===== config.mk =====
export PLATFORM = sky130hd
export DESIGN_NAME = serial_adder
export DESIGN_NICKNAME = d
export VERILOG_FILES = /design/src/rtl/serial_adder_pkg.sv /design/src/rtl/serial_adder_full_adder.sv /design/src/rtl/serial_adder.sv
export SDC_FILE = /design/constraint.sdc
export NUM_CORES = 1
export LEC_CHECK = 0
export ABC_CLOCK_PERIOD_IN_PS = 1340
export BUFFER_PORTS_ARGS = -buffer_cell sky130_fd_sc_hd__buf_4
export CORE_ASPECT_RATIO = 1.2
export CORE_UTILIZATION = 46
export DETAILED_ROUTE_END_ITERATION = 10
export PLACE_DENSITY = 0.71
export SKIP_LAST_GASP = 1
export SLEW_MARGIN = 20
export SYNTH_ARGS = -nofsm -noshare
export SYNTH_HDL_FRONTEND = slang
export SYNTH_SLANG_ARGS = --single-unit
export TNS_END_PERCENT = 10

===== constraint.sdc =====
create_clock -name clk -period 1.34 [get_ports clk]
set_input_delay 0.067 -clock clk [delete_from_list [all_inputs] [get_ports clk]]
set_output_delay 0.067 -clock clk [all_outputs]
set_load 0.02 [all_outputs]

===== src/rtl/serial_adder_pkg.sv =====
// serial_adder_pkg: shared constants for the bit-serial adder.
//   ST_IDLE / ST_RUN / ST_DONE : FSM state encoding
//   clog2_min1()               : ceil(log2(v)), never less than 1 bit
package serial_adder_pkg;

  localparam logic [1:0] ST_IDLE = 2'd0;
  localparam logic [1:0] ST_RUN  = 2'd1;
  localparam logic [1:0] ST_DONE = 2'd2;

  // Counter width helper; a 1-bit counter is kept even for WIDTH=1 so the
  // cnt vector never collapses to zero width.
  function automatic int clog2_min1(input int value);
    int r;
    r = 0;
    while ((1 << r) < value) r = r + 1;
    if (r < 1) r = 1;
    return r;
  endfunction

endpackage


===== src/rtl/serial_adder_full_adder.sv =====
// Full_Adder: single-bit full adder cell, purely combinational.
//   a, b, ci : operand bits and carry-in
//   s        : sum bit
//   co       : carry-out
module Full_Adder (
  input  logic a,
  input  logic b,
  input  logic ci,
  output logic s,
  output logic co
);

  assign s  = a ^ b ^ ci;
  assign co = (a & b) | (ci & (a ^ b));

endmodule


===== src/rtl/serial_adder.sv =====
// serial_adder: LSB-first bit-serial adder computing a + b + ci over WIDTH
// cycles with one time-multiplexed Full_Adder cell.
//   clk, rst_n           : clock, synchronous active-low reset
//   in_valid/in_ready    : operand handshake (a, b, ci sampled on accept)
//   out_valid/out_ready  : result handshake (s, co, ovf)
//   s                    : sum modulo 2^WIDTH
//   co                   : unsigned carry-out
//   ovf                  : signed two's-complement overflow
module serial_adder
  import serial_adder_pkg::*;
#(
  parameter int WIDTH = 8
) (
  input  logic             clk,
  input  logic             rst_n,
  input  logic             in_valid,
  output logic             in_ready,
  input  logic [WIDTH-1:0] a,
  input  logic [WIDTH-1:0] b,
  input  logic             ci,
  output logic             out_valid,
  input  logic             out_ready,
  output logic [WIDTH-1:0] s,
  output logic             co,
  output logic             ovf
);

  localparam int CNT_W = clog2_min1(WIDTH);

  logic [1:0]       state, state_next;
  logic [WIDTH-1:0] a_sh, b_sh, sum_sh, sum_next;
  logic [CNT_W-1:0] cnt;
  logic             carry_q, co_q, ovf_q;
  logic             fa_s, fa_co;
  logic             cnt_last;

  assign cnt_last = (cnt == CNT_W'(WIDTH - 1));

  Full_Adder u_fa (
    .a  (a_sh[0]),
    .b  (b_sh[0]),
    .ci (carry_q),
    .s  (fa_s),
    .co (fa_co)
  );

  // Sum bits enter at the MSB so after WIDTH shifts bit 0 lands at sum_sh[0].
  generate
    if (WIDTH == 1) begin : g_sum1
      assign sum_next = fa_s;
    end else begin : g_sumn
      assign sum_next = {fa_s, sum_sh[WIDTH-1:1]};
    end
  endgenerate

  // State register
  always_ff @(posedge clk) begin
    if (!rst_n) state <= ST_IDLE;
    else        state <= state_next;
  end

  // Next-state logic
  always_comb begin
    state_next = state;
    case (state)
      ST_IDLE: if (in_valid)  state_next = ST_RUN;
      ST_RUN:  if (cnt_last)  state_next = ST_DONE;
      ST_DONE: if (out_ready) state_next = ST_IDLE;
      default:                state_next = ST_IDLE;
    endcase
  end

  // Handshake outputs decoded from state only
  always_comb begin
    in_ready  = 1'b0;
    out_valid = 1'b0;
    case (state)
      ST_IDLE: in_ready  = 1'b1;
      ST_DONE: out_valid = 1'b1;
      default: ;
    endcase
  end

  // Serial datapath
  always_ff @(posedge clk) begin
    if (!rst_n) begin
      a_sh    <= '0;
      b_sh    <= '0;
      sum_sh  <= '0;
      cnt     <= '0;
      carry_q <= 1'b0;
      co_q    <= 1'b0;
      ovf_q   <= 1'b0;
    end else begin
      case (state)
        ST_IDLE: begin
          if (in_valid) begin
            a_sh    <= a;
            b_sh    <= b;
            carry_q <= ci;
            cnt     <= '0;
          end
        end
        ST_RUN: begin
          a_sh    <= a_sh >> 1;
          b_sh    <= b_sh >> 1;
          sum_sh  <= sum_next;
          carry_q <= fa_co;
          cnt     <= cnt + CNT_W'(1);
          if (cnt_last) begin
            co_q  <= fa_co;
            // carry_q here is the carry into the MSB
            ovf_q <= carry_q ^ fa_co;
          end
        end
        default: ;
      endcase
    end
  end

  assign s   = sum_sh;
  assign co  = co_q;
  assign ovf = ovf_q;

endmodule


# == Yosys cells after proc, flatten, opt, wreduce, memory -nomap -nowiden ==
# Cells that the tools add are included.
# word_totals
rom_bits,0
memories,0
latch_bits,0
out_inout_bits,12
elab_cells,40
regBits,32
mem_bits_rw,0
# op_classes
n_div,0
eq_ne,6
muxes,14
mul,0
reduce_logical,5
addsub,1
n_lt_le_gt_ge,0
bitwise_logic,6
shift,0
# op_table
op,count
$pmux W8 S2,2
$mux W8,2
$mux W2,3
$ne A2 B2 Y1 const B,3
$pmux W2 S3,1
$pmux W3 S2,1
$reduce_and A2 Y1,2
$add A3 B1 Y3 const B,1
$eq A3 B3 Y1 const B,1
$mux W1,3
$mux W3,1
$reduce_and A3 Y1,1
$xor A1 B1 Y1,3
$and A1 B1 Y1,2
$eq A2 B1 Y1 const B,1
$eq A2 B2 Y1 const B,1
$logic_not A2 Y1,1
$pmux W1 S2,1
$reduce_bool A2 Y1,1
$or A1 B1 Y1,1

# == Depth between registers and ports, before layout ==
# Gate-level depths: netlist of the first run.
# depth
word_depth,4
mapped_depth,6

# == Modules after synthesis ==
# Synthesis of the first run repeated with hierarchy kept, for this count alone.
# unflattened
cells_unflattened,146
area_unflattened_um2,1362.6
# by_module_without_submodules
mod,instances,area_each_um2,cells_per_inst
serial_adder,1,1342.5,145
Full_Adder,1,20.0,1

# == Least setup slack after synthesis of the first run ==
# No wires, ideal clock.
# synth_path
path_kind,register -> register
startpoint,reg state[1]
endpoint,reg a_sh[0]
t_required_ns,1.222
setup_time_ns,0.118
n_path_buf,3
stages_incl_launch_ff,7
setup_slack_ns,-0.024
arrival_time_ns,1.246
cell_sequence,dfxtp_1 -> buf_6 -> or3b_1 -> buf_6 -> buf_12 -> o221ai_2 -> nor2_1
# synth_via
elab_chain_cells,3
elab_cells_between_ends,6
# synth_lines
element,line_no,text
"start, declared",serial_adder.sv:30,"logic [1:0] state, state_next;"
"start signal, assigned",serial_adder.sv:59,else state <= state_next;
$eq A2 B1 Y1 / $logic_not A2 Y1 (equally long branches),serial_adder.sv:95,case (state)
$reduce_bool A2 Y1 (no line) / $ne A2 B2 Y1 (equally long branches),-,
$reduce_and A2 Y1 (no line),-,
"end signal, assigned",serial_adder.sv:105,a_sh <= a_sh >> 1;
"end, declared",serial_adder.sv:31,"logic [WIDTH-1:0] a_sh, b_sh, sum_sh, sum_next;"
# Several ways; a longest one is shown, not always the timed one.
# A chain may end at the register's enable or synchronous reset.

# == Worst setup path after layout of the first run ==
# layout_path
startpoint,reg state[0]
endpoint,reg a_sh[2]
# Same word-level chain as after synthesis.

==> results of run 1 <==
## worst register-to-register path: stages (launching register included)
cell      delay (ns)
dfxtp_1         0.34
or3b_1          0.42
buf_4           0.18
o221ai_1        0.20
nor2_1          0.08
## state kept, by name (all words and copies together), names as in the netlist
name     count
state        2
carry_q      1
a_sh         8
s            8
b_sh         8
ovf          1
cnt          3
co           1
## kinds of logic (layout without fill, tap and decap cells)
logic type | Yosys count | after routing
flops | 32 | 32
buf+inv | 14 | 54
xor+xnor | 1 | 1
mux | 2 | 2
simple gates | 60 | 60
compound gates | 34 | 34
fa+ha+maj | 3 | 3
## synth_stat cells (3+ instances only)
master	instances	share of area
o221ai_1	5	0.032
buf_2	3	0.011
o221ai_2	10	0.11
a22oi_1	5	0.028
a21oi_1	10	0.037
dfxtp_1	32	0.47
nor2_1	37	0.10
nand2_1	16	0.044
clkbuf_1	3	0.0083
## what timing repair did
item	in CTS	in global routing
endpoints found under the hold margin	1	0
hold buffers	1	0
setup endpoints to repair	0	2
resized for setup	0	1
## path summary, 6_finish.rpt
kind / start / end / cells after the start / slack (ns)
setup / recovery: state[0] / a_sh[2] / 4 / 0.03
hold / removal: b[7] / b_sh[7] / 3 / 0.006
setup reg to reg: state[0] / a_sh[2] / 4 / 0.03
hold reg to reg: s[0] / s[0] / 2 / 0.47
## stage by stage
stage / area (sq um) / setup WS [ns] / total power [mW]
after floorplan: 1370 / -0.0183 / 1.24
after global placement: 1650 / 0.0992 / 1.34
after detailed placement: 1650 / 0.0338 / 1.35
after CTS: 1720 / 0.0177 / 1.91
after global routing: 1720 / -0.0249 / 2.00
final: 1720 / 0.0316 / 1.89
## power groups by stage
stage          registers (mW)  clock network, mW  logic, mW
2_1_floorplan            1.06                  0      0.183
3_3_place_gp             1.06                  0      0.277
3_5_place_dp             1.06                  0      0.289
4_1_cts                  1.04              0.579      0.293
5_1_grt                  1.05              0.625      0.327
6_report                 1.04              0.553      0.291
## area by class of cell
class | instances | area share
sequential | 32 | 0.372
multi-input combinational | 100 | 0.367
inverter | 3 | 0.00653
clock buffer | 8 | 0.0341
tap | 34 | 0.0247
timing repair buffer | 43 | 0.196
## routing by layer
metal | GRT usage | vias to the layer above
met1 | 0.227 | 537
met2 | 0.354 | 26
met5 | 0 | -
met3 | 0.0444 | 5
met4 | 0.100 | 0
li1 | - | 586
==> results_dict.tcl, run 1 <==
set metrics [dict create \
    fin_crit_sh 0.976 \
    grt_max_degree 25 \
    cts-root-buf "clkbuf_4" \
    synth_edf_count 0 \
    wl_met3_um 100 \
    num_vias 1154 \
    cts.sinks 32 \
    layout.nets 209 \
    skew_ns 0.00742 \
    worst_slew_pin_slew_ns 0.357 \
    antenna_found_initial 0 \
    ios 33 \
    cts_made_buffers 5 \
    die-area_sq_um 3180 \
    min_period_ns 1.31 \
    final_core_utilization 0.613 \
    routedWlPerCell_um 12.6 \
    vias_per_cell 5.25 \
    die_h_um 61.6 \
    seqCellArea_sq_um 641 \
    pwr-share-seq 0.553 \
    overflow 0 \
    power.leakage_nw 0.715 \
    synthSimpleGateAreaFrac 0.179 \
    intPower_mw 1.41 \
    route.detailed.drc 0 \
    syn_inst 146 \
    synthMuxAreaShare 0.0147 \
    cts_buffer_depth 2 \
    final_cells 220 \
    cts_tree "built" \
    outcome "finished, final reports clean" \
    synth_compound_area_frac 0.230 \
    max_cap_viol_count 0 \
    critical_path.top_delay_family "simple AND/OR/NAND/NOR gates" \
    final_cell_mix "41 x buf_4, 37 x nor2_1, 32 x dfxtp_1, 16 x nand2_1" \
    drtAntennaViolNets 0 \
    combPwrFrac 0.154 \
    clkPwrFrac 0.293 \
    slew_headroom 0.762 \
    synthAdderAreaFrac 0.0331 \
    fmax_mhz 764 \
    wl_met1_um 1220 \
    setup_tns_ns 0 \
    finalSetupViolations 0 \
    drive_gt1_frac 0.323 \
    diodes 0 \
    p_sw_mw 0.478 \
    yosysSeqAreaShare 0.470 \
    synth_xor_area_frac 0.00643 \
    synth_area_per_cell_sq_um 9.33 \
    grt_pass1_wl_um 4640 \
    rsz0062_at_grt "yes" \
    post-dp-hpwl_um 2040 \
    crit_buf_inv 1 \
    fill_cells 260 \
    synth_top_family_by_area "compound AO/OA/AOI/OAI gates" \
    p_per_area_nw_per_um2 1090 \
    first_pass_iters 4 \
    slew_viol_final 0 \
    multi_input_area_sq_um 633 \
    ir_worst_vdd_uv 846 \
    drt-total-wl_um 2760 \
    path_class "reg2reg" \
    start_kind "flip-flop" \
    initial_core_util 0.485 \
    synth-async-reset-ratio 0 \
    critical_path_required_ns 1.55 \
    clk_latency_ns 0.32 \
    syn_area_sq_um 1360 \
    drtIter0Drc 9 \
    cp_cell_sequence "or3b_1 > buf_4 > o221ai_1 > nor2_1" \
    clk_pin_slew_ns 0.09 \
    rows 21 \
    crit_slowest_cell "or3b_1" \
    ctsHtreeMaxLevel 2 \
    grt_pass1_vias 1107 \
    highest_layer "met4" \
    arrival_ns 1.52 \
    grt_use_total 0.200 \
    wl_met2_um 1400 \
    port_buffers 32 \
    place.gp.congestion 0.772 \
    fin_hold_ws_ns 0.00555 \
    core_area_sq_um 2810 \
    max_stage_delay_ns 0.41 \
    synth_seq_cells 32 \
    synthesis.nets 170 \
    mostFrequentLayoutCell "buf_4" \
    swShare 0.253 \
    postCtsSetupRepairBufs 0 \
    yosys_warnings 0 \
    hold_violations 0 \
    die_w_um 51.7 \
    area_growth_pct 26.5 \
    worstPathMaxFanout 6 \
    min_path_type "in2reg" \
    endpoint_kind "flip-flop" \
    synth_cell_types 29 \
    ys_dominant_reg_cell "dfxtp_1" \
    place_inst 211 \
]
Power figures use the tool's default switching activity.
==> run 2: changes to the inputs <==
- ABC_CLOCK_PERIOD_IN_PS: 1340 -> 1100
- clock period: 1.34 -> 1.1 ns (I/O delays scaled with it)
==> run 2 against run 1 <==
The run now ends with setup timing left. Critical path depth stayed put. Die area stayed put. First-iteration DRC count grew to 4.0 times the previous value. Combinational power is 48% higher. Fmax is 7.3% higher. Global-route usage is 1.0 points higher. Count of clock-buffer cells in the layout is 1 lower. Total power is 30% higher.
==> results_dict.tcl, run 2 (synthesized netlist as in run 1, its figures left out) <==
set metrics [dict create \
    outcome "finished, violations left" \
    violations "setup timing" \
    multi_input_area_sq_um 678 \
    cts-root-buf "clkbuf_4" \
    cts_tree "built" \
    antenna_found_initial 0 \
    final_cell_mix "41 x buf_4, 37 x nor2_1, 30 x dfxtp_1, 16 x nand2_1, 12 x o221ai_2" \
    initial_core_util 0.485 \
    min_path_type "in2reg" \
    fill_cells 219 \
    post-dp-hpwl_um 2100 \
    first_pass_iters 4 \
    hold_violations 0 \
    seqCellArea_sq_um 643 \
    cts.sinks 32 \
    core_area_sq_um 2810 \
    ios 33 \
    worstPathMaxFanout 9 \
    wl_met3_um 136 \
    path_class "reg2reg" \
    endpoint_kind "flip-flop" \
    ctsHtreeMaxLevel 2 \
    place_inst 216 \
    grt_pass1_wl_um 4800 \
    drive_gt1_frac 0.390 \
    start_kind "flip-flop" \
    ir_worst_vdd_uv 951 \
    clk_pin_slew_ns 0.10 \
    min_period_ns 1.22 \
    port_buffers 32 \
    vias_per_cell 5.23 \
    die_h_um 61.6 \
    worst_slew_pin_slew_ns 0.292 \
    power.leakage_nw 0.788 \
    setup_tns_ns -2.01 \
    route.detailed.drc 0 \
    drt-total-wl_um 3080 \
    max_cap_viol_count 0 \
    p_per_area_nw_per_um2 1280 \
    routedWlPerCell_um 13.4 \
    area_growth_pct 40.0 \
    cts_buffer_depth 2 \
    fmax_mhz 820 \
    grt_max_degree 24 \
    grt_use_total 0.210 \
    finalSetupViolations 24 \
    worst_slack_ns -0.120 \
    slew_headroom 0.804 \
    wl_met2_um 1510 \
    mostFrequentLayoutCell "buf_4" \
    place.gp.congestion 0.774 \
    num_vias 1197 \
    fin_crit_sh 1.11 \
    layout.nets 219 \
    overflow 0 \
    die-area_sq_um 3180 \
    rows 21 \
    highest_layer "met4" \
    slew_viol_final 0 \
    die_w_um 51.7 \
    clk_latency_ns 0.33 \
    drtIter0Drc 36 \
    skew_ns 0.00719 \
    wl_met1_um 1390 \
    cts_made_buffers 5 \
    critical_path_required_ns 1.33 \
    arrival_ns 1.45 \
    grt_pass1_vias 1140 \
    rsz0062_at_grt "yes" \
    diodes 0 \
    final_cells 229 \
    drtAntennaViolNets 0 \
]
-- run 2: power breakdown --
group          switching, mW  leakage (nW)  total, mW  internal, mW
Sequential            0.0455         0.263       1.27          1.22
Combinational          0.200         0.488      0.432         0.232
Clock                  0.380        0.0374      0.742         0.362
Total                  0.626         0.788       2.44          1.82
-- run 2: final timing paths --
check | from | to | slack (ns) | cells after the start
min reg2reg | s[0] | s[0] | 0.46 | 2
max reg2reg | state[0] | b_sh[2] | -0.12 | 4
min | b[1] | b_sh[1] | 0.01 | 3
max | state[0] | b_sh[2] | -0.12 | 4
-- run 2: stage by stage --
stage	worst slack (ns)	cell area, sq um	total power, mW	hold WS, ns	utilization
floorplan	-0.258	1370	1.51	0.217	-
global placement	-0.131	1700	1.65	0.310	0.606
detailed placement	-0.153	1700	1.67	0.314	0.606
CTS	-0.117	1840	2.44	0.00159	0.655
global route	-0.163	1910	2.57	-0.00115	0.679
finish	-0.120	1910	2.44	0.00997	0.679
-- run 2: area by class of cell --
type / count / share of cell area
Multi-Input combinational cell: 100 / 0.355
Tap cell: 34 / 0.0223
Timing Repair Buffer: 53 / 0.245
Clock buffer: 7 / 0.0341
Inverter: 3 / 0.00590
Sequential cell: 32 / 0.337
-- run 2: critical path: stages (launching register included) --
cell and delay, ns:
dfxtp_2 0.33, or3b_4 0.40, buf_6 0.16, o221ai_2 0.16, nor2_1 0.06
-- run 2: timing repair --
action | 4_1_cts | 5_1_grt
cloned | 0 | 1
hold endpoints to repair | 4 | 1
hold buffers | 4 | 1
setup endpoints to repair | 31 | 34
gates resized for setup | 10 | 7
setup buffers | 0 | 0
-- run 2: per-layer routing --
layer / vias to the layer above / GRT usage
li1: 608 / -
met1: 561 / 0.238
met2: 25 / 0.358
met3: 3 / 0.0765
met4: 0 / 0.0927
met5: - / 0
